`src/rtl/matmul_stream_driver_pkg.sv`:
```
// rtl/matmul_stream_driver_pkg.sv - shared states and constants for the matmul stream driver
package matmul_stream_driver_pkg;

  localparam int NUM_ELEM  = 16;
  localparam int IDX_WIDTH = 4;

  localparam logic SEL_A = 1'b0;
  localparam logic SEL_B = 1'b1;

  typedef enum logic [2:0] {
    IDLE   = 3'd0,
    SEND_A = 3'd1,
    SEND_B = 3'd2,
    RECV   = 3'd3,
    DONE   = 3'd4
  } state_e;

endpackage

```
`src/rtl/matmul_stream_tx.sv`:
```
// rtl/matmul_stream_tx.sv - AXIS master beat generator for one operand channel
// Presents elem_i for the current index and advances only on a completed handshake.
module matmul_stream_tx
  import matmul_stream_driver_pkg::*;
#(
  parameter int pDATA_WIDTH = 32,
  parameter int pNUM_ELEM   = NUM_ELEM,
  parameter int pIDX_WIDTH  = IDX_WIDTH
) (
  input  logic                   clk_i,
  input  logic                   rst_i,
  input  logic                   active_i,
  input  logic [pDATA_WIDTH-1:0] elem_i,
  input  logic                   tready_i,
  output logic [pIDX_WIDTH-1:0]  idx_o,
  output logic                   tvalid_o,
  output logic [pDATA_WIDTH-1:0] tdata_o,
  output logic                   tlast_o,
  output logic                   last_hs_o
);

  localparam logic [pIDX_WIDTH-1:0] LAST_IDX = pIDX_WIDTH'(pNUM_ELEM - 1);

  logic [pIDX_WIDTH-1:0] idx_q, idx_d;
  logic                  hs;
  logic                  at_last;

  // tvalid follows the channel state only; data holds because idx moves only on handshake.
  assign tvalid_o  = active_i;
  assign at_last   = (idx_q == LAST_IDX);
  assign tlast_o   = active_i && at_last;
  assign tdata_o   = active_i ? elem_i : '0;
  assign hs        = active_i && tready_i;
  assign last_hs_o = hs && at_last;
  assign idx_o     = idx_q;

  always_comb begin
    idx_d = idx_q;
    if (hs) begin
      idx_d = at_last ? '0 : idx_q + 1'b1;
    end
  end

  always_ff @(posedge clk_i or posedge rst_i) begin
    if (rst_i) begin
      idx_q <= '0;
    end else begin
      idx_q <= idx_d;
    end
  end

endmodule

```
`src/rtl/matmul_stream_driver.sv`:
```
// rtl/matmul_stream_driver.sv - AXIS front end for the 4x4 matrix-multiply engine
// Streams the A then B operand buffers to the engine and captures its result stream into C.
module matmul_stream_driver
  import matmul_stream_driver_pkg::*;
#(
  parameter int pDATA_WIDTH = 32,
  parameter int pNUM_ELEM   = NUM_ELEM,
  parameter int pIDX_WIDTH  = IDX_WIDTH
) (
  input  logic                   axis_clk,
  input  logic                   axis_rst,
  input  logic                   cfg_we,
  input  logic                   cfg_sel,
  input  logic [pIDX_WIDTH-1:0]  cfg_addr,
  input  logic [pDATA_WIDTH-1:0] cfg_wdata,
  input  logic [pIDX_WIDTH-1:0]  cfg_raddr,
  output logic [pDATA_WIDTH-1:0] cfg_rdata,
  input  logic                   start,
  output logic                   busy,
  output logic                   done,
  output logic                   err_tlast,
  output logic                   ms_tvalid_A,
  output logic [pDATA_WIDTH-1:0] ms_tdata_A,
  output logic                   ms_tlast_A,
  input  logic                   ms_tready_A,
  output logic                   ms_tvalid_B,
  output logic [pDATA_WIDTH-1:0] ms_tdata_B,
  output logic                   ms_tlast_B,
  input  logic                   ms_tready_B,
  input  logic                   ss_tvalid,
  input  logic [pDATA_WIDTH-1:0] ss_tdata,
  input  logic                   ss_tlast,
  output logic                   ss_tready
);

  localparam logic [pIDX_WIDTH-1:0] LAST_IDX = pIDX_WIDTH'(pNUM_ELEM - 1);

  state_e                 state_q, state_d;
  logic [pIDX_WIDTH-1:0]  rx_idx_q, rx_idx_d;
  logic                   err_q, err_d;
  logic [pDATA_WIDTH-1:0] rdata_q;
  logic [pDATA_WIDTH-1:0] a_mem_q [pNUM_ELEM];
  logic [pDATA_WIDTH-1:0] b_mem_q [pNUM_ELEM];
  logic [pDATA_WIDTH-1:0] c_mem_q [pNUM_ELEM];
  logic [pIDX_WIDTH-1:0]  a_idx, b_idx;
  logic                   a_last_hs, b_last_hs;
  logic                   rx_beat, rx_last, cfg_wr;

  assign busy      = (state_q == SEND_A) || (state_q == SEND_B) || (state_q == RECV);
  assign done      = (state_q == DONE);
  assign ss_tready = (state_q == RECV);
  assign err_tlast = err_q;
  assign cfg_rdata = rdata_q;
  assign rx_beat   = ss_tready && ss_tvalid;
  assign rx_last   = (rx_idx_q == LAST_IDX);
  assign cfg_wr    = cfg_we && !busy;

  matmul_stream_tx #(
    .pDATA_WIDTH(pDATA_WIDTH),
    .pNUM_ELEM  (pNUM_ELEM),
    .pIDX_WIDTH (pIDX_WIDTH)
  ) u_tx_a (
    .clk_i    (axis_clk),
    .rst_i    (axis_rst),
    .active_i (state_q == SEND_A),
    .elem_i   (a_mem_q[a_idx]),
    .tready_i (ms_tready_A),
    .idx_o    (a_idx),
    .tvalid_o (ms_tvalid_A),
    .tdata_o  (ms_tdata_A),
    .tlast_o  (ms_tlast_A),
    .last_hs_o(a_last_hs)
  );

  matmul_stream_tx #(
    .pDATA_WIDTH(pDATA_WIDTH),
    .pNUM_ELEM  (pNUM_ELEM),
    .pIDX_WIDTH (pIDX_WIDTH)
  ) u_tx_b (
    .clk_i    (axis_clk),
    .rst_i    (axis_rst),
    .active_i (state_q == SEND_B),
    .elem_i   (b_mem_q[b_idx]),
    .tready_i (ms_tready_B),
    .idx_o    (b_idx),
    .tvalid_o (ms_tvalid_B),
    .tdata_o  (ms_tdata_B),
    .tlast_o  (ms_tlast_B),
    .last_hs_o(b_last_hs)
  );

  always_comb begin
    state_d  = state_q;
    rx_idx_d = rx_idx_q;
    err_d    = err_q;
    case (state_q)
      IDLE, DONE: begin
        if (start) begin
          state_d  = SEND_A;
          rx_idx_d = '0;
          err_d    = 1'b0;
        end
      end
      SEND_A: if (a_last_hs) state_d = SEND_B;
      SEND_B: if (b_last_hs) state_d = RECV;
      RECV: begin
        if (ss_tvalid) begin
          rx_idx_d = rx_last ? '0 : rx_idx_q + 1'b1;
          // Framing must match the beat count exactly: tlast on the final beat and nowhere else.
          if (ss_tlast != rx_last) err_d = 1'b1;
          if (rx_last) state_d = DONE;
        end
      end
      default: state_d = IDLE;
    endcase
  end

  always_ff @(posedge axis_clk or posedge axis_rst) begin
    if (axis_rst) begin
      state_q  <= IDLE;
      rx_idx_q <= '0;
      err_q    <= 1'b0;
      rdata_q  <= '0;
    end else begin
      state_q  <= state_d;
      rx_idx_q <= rx_idx_d;
      err_q    <= err_d;
      rdata_q  <= c_mem_q[cfg_raddr];
    end
  end

  always_ff @(posedge axis_clk or posedge axis_rst) begin
    if (axis_rst) begin
      for (int i = 0; i < pNUM_ELEM; i++) begin
        a_mem_q[i] <= '0;
        b_mem_q[i] <= '0;
      end
    end else if (cfg_wr) begin
      if (cfg_sel == SEL_B) b_mem_q[cfg_addr] <= cfg_wdata;
      else                  a_mem_q[cfg_addr] <= cfg_wdata;
    end
  end

  always_ff @(posedge axis_clk or posedge axis_rst) begin
    if (axis_rst) begin
      for (int i = 0; i < pNUM_ELEM; i++) begin
        c_mem_q[i] <= '0;
      end
    end else if (rx_beat) begin
      c_mem_q[rx_idx_q] <= ss_tdata;
    end
  end

endmodule

```
`config.mk`:
```
export PLATFORM = sky130hd
export DESIGN_NAME = matmul_stream_driver
export DESIGN_NICKNAME = d
export VERILOG_FILES = /design/src/rtl/matmul_stream_driver_pkg.sv /design/src/rtl/matmul_stream_tx.sv /design/src/rtl/matmul_stream_driver.sv
export SDC_FILE = /design/constraint.sdc
export NUM_CORES = 2
export LEC_CHECK = 0
export ABC_AREA = 1
export BUFFER_PORTS_ARGS = -buffer_cell sky130_fd_sc_hd__buf_2
export CORE_MARGIN = 3
export CORE_UTILIZATION = 59
export CTS_CLUSTER_DIAMETER = 50
export DETAILED_ROUTE_END_ITERATION = 16
export PLACE_DENSITY = 0.79
export RECOVER_POWER = 25
export SLEW_MARGIN = 30
export SYNTH_ARGS = -nofsm -noshare
export SYNTH_HDL_FRONTEND = slang
export SYNTH_SLANG_ARGS = --single-unit
```
`constraint.sdc`:
```
create_clock -name axis_clk -period 63.3 [get_ports axis_clk]
set_input_delay 3.165 -clock axis_clk [delete_from_list [all_inputs] [get_ports axis_clk]]
set_output_delay 3.165 -clock axis_clk [all_outputs]
set_load 0.02 [all_outputs]
```
==> impl_metrics.py <==
metrics = {
    "clocking": {
        "clk_transition_reported_paths_ps": 60,
        "cts_sinks": 1584,
        "htree_num_levels": 4,
        "cts_made_buffers": 170,
        "postCtsResizedCells": 0,
        "worstSkewPairLatency_ps": 820,
        "cts_max_path_buffers": 3,
        "cts-root-buf": "clkbuf_16",
        "postCtsSetupBuffers": 0,
        "ctsHoldBuffers": 0,
        "cts_tree": "done",
    },
    "global_routing": {
        "grt_use_total_pct": 31.6,
        "grt_first_pass_wirelength_microns": 331000,
        "antenna_found_initial": 8,
        "overflow": 0,
        "grt_max_degree": 196,
        "grt_pass1_vias": 60300,
    },
    "detailed_routing": {
        "wl_per_cell_microns": 18.4,
        "postRouteAntennaNets": 0,
        "top_layer_used": "met5",
        "vias": 63600,
        "wl_met2_microns": 95200,
        "wl_met1_microns": 85000,
        "drtPass1Iterations": 6,
        "vias_per_cell": 5.70,
        "route.detailed.drc": 0,
        "drt_iter0_drc": 7106,
        "met3_length_microns": 18500,
        "wl_microns": 206000,
    },
    "place": {
        "globalplace.congestion": 0.830,
        "dp_hpwl_microns": 110000,
        "place_inst": 10800,
        "placed_area_sq_mm": 0.0752,
        "pre_cts_ws_ps": 55790,
        "io_buffers": 184,
    },
    "sta": {
        "clock.fmax_ghz": 0.0918,
        "clock_skew_ps": 36.8,
        "setup_viol": 0,
        "period_needed_ps": 10890,
        "tns_ps": 0,
        "fin_crit_sh_pct": 17.2,
        "hold_violations": 0,
        "tightestPinTransition_ps": 5940,
        "slew_violations": 2771,
        "rsz0062_at_grt": "no",
        "setup_ws_ps": 52410,
        "slew_headroom_pct": -298,
        "hold_ws_ps": 479,
    },
    "setup_path": {
        "crit_fanout": 133,
        "crit_arrival_ps": 11740,
        "crit_start": "axis_rst",
        "r2r-start": "state_q[1]",
        "required_ps": 64150,
        "cp-end-kind": "async pin",
        "path_class": "in -> async",
        "start_kind": "primary input",
    },
    "final_layout": {
        "fillers": 10200,
        "multi_input_area_sq_mm": 0.0277,
        "seq_area_sq_mm": 0.0397,
        "fin_util_pct": 65.1,
        "fin_area_sq_mm": 0.0810,
        "fin_nets": 9472,
        "stdcell_count": 11200,
        "post_route_cells_drive_above_1_share_pct": 6.38,
        "area_delta_synth_final_pct": 9.04,
    },
    "power": {
        "p_leak_nw": 39.6,
        "worst_ir_drop_vdd_v": 0.0000347,
        "power_density_mw_per_mm2": 42.0,
        "power_mw": 3.40,
    },
    "yosys": {
        "syn-instance-count": 9655,
        "yosysUniqueCellTypes": 28,
        "syn_area_sq_mm": 0.0742,
        "syn_avg_cell_area_sq_um": 7.69,
        "synth_nets": 9742,
        "synth-seq-cells": 1584,
        "ys.warnings.count": 0,
        "ys_seq_area_share_pct": 53.4,
    },
    "die": {
        "num_io_pins": 185,
        "die_w_microns": 361,
        "rows": 129,
        "core-area_sq_mm": 0.124,
        "die-area_sq_mm": 0.130,
        "initial_core_util_pct": 59.7,
        "dieHeight_microns": 361,
    },
    "job": {
        "maxCapViolations": 43,
    },
    "run_status": {
        "violations": "max-capacitance violations, max-slew violations",
        "status": "complete, but fails checks",
    },
    "min_path": {
        "min_path_type": "reg -> reg",
        "hp-start": "c_mem_q[219]",
    },
}
-- critical path, cell delays in order --
cell and delay (ps):
buf_2 100, clkinvlp_2 3300, clkbuf_1 2590, buf_4 950
buf_6 650, buf_4 730
-- metal layers --
metal / up-vias / global-route usage, %
met1: 30300 / 44.0
li1: 29900 / -
met5: - / 0
met4: 6 / 11.8
met2: 2922 / 50.8
met3: 483 / 4.74
-- cells in the mapped netlist, drive strengths merged --
library cell     n  area share, %
a21oi          193            1.3
buf            196            1.3
clkbuf         539            2.7
clkinv           6          0.030
dfrtp         1584             53
ha               6           0.10
inv           1054            5.3
nand2         3499             18
nand3          724            5.0
nand3b           1          0.010
nand4            8           0.16
nor2            32           0.19
nor3             2          0.020
o211ai         128            1.3
o21ai         1676             11
or2              1         0.0084
xor2             6          0.071
-- where the power goes --
part / total [mW] / leakage [nW] / switching, mW / internal, mW
Combinational: 0.959 / 15.3 / 0.650 / 0.309
Sequential: 1.41 / 21.4 / 0.154 / 1.26
Clock: 1.02 / 2.87 / 0.418 / 0.607
-- cells by family after synthesis --
family,Yosys count,share of synthesized area (%)
compound gates,1997,13.9
xor+xnor,6,0.0708
fa+ha+maj,6,0.101
buf+inv,1795,9.39
flops,1584,53.4
simple gates,4267,23.2
-- flip-flops by register name, indices dropped and copies added (netlist names) --
register      flops
c_mem_q         512
err_tlast         1
u_tx_a.idx_o      4
cfg_rdata        32
u_tx_b.idx_o      4
a_mem_q         512
rx_idx_q          4
b_mem_q         512
state_q           3
-- cell usage in the layout (no fill, tap or decap), types with 2 or more instances in the layout --
cell	netlist	final
nand3_1	717	717
clkbuf_16	0	173
nor2_1	29	29
dfrtp_1	1584	1580
inv_1	1050	1026
nand4_1	0	2
nand3_4	7	7
clkbuf_8	0	38
clkbuf_1	539	77
clkinvlp_4	0	4
buf_12	1	2
o21ai_1	457	306
inv_6	0	8
clkinvlp_2	0	2
buf_6	2	12
ha_1	6	6
nand4_4	2	6
clkinv_1	6	6
nand2_1	3476	3466
a21oi_1	193	193
buf_2	158	179
bufinv_16	0	14
clkinv_8	0	5
xor2_1	6	6
o211ai_1	128	128
clkinv_4	0	5
inv_2	3	21
clkinv_16	0	3
inv_8	0	3
inv_4	1	2
diode_2	0	4
nand2_2	23	33
clkinv_2	0	24
buf_16	0	3
o21ai_0	1219	1370
dfrtp_4	0	4
buf_4	0	53
nor2_2	0	2
-- cell type report --
class,count,share of cell area [%]
flip-flops and latches,1584,49.0
repair buffers,293,2.13
multi-input cells,6276,34.2
diodes,4,0.0124
clock inverters,63,1.06
well taps,1637,2.53
clock buffers,245,6.15
inverters,1060,4.94
-- path summary, 6_finish.rpt --
path                                 end  slack [ps]  depth (start not counted)
hold reg to reg             c_mem_q[219]         480                          2
hold / removal              c_mem_q[219]         480                          2
max in group axis_clk      ms_tdata_B[0]       55680                          9
setup reg to reg            c_mem_q[416]       57730                          7
setup / recovery             a_mem_q[11]       52410                          6
min in group asynchronous   b_mem_q[300]        4240                          2
No activity file was read; power rests on OpenSTA's default activity.
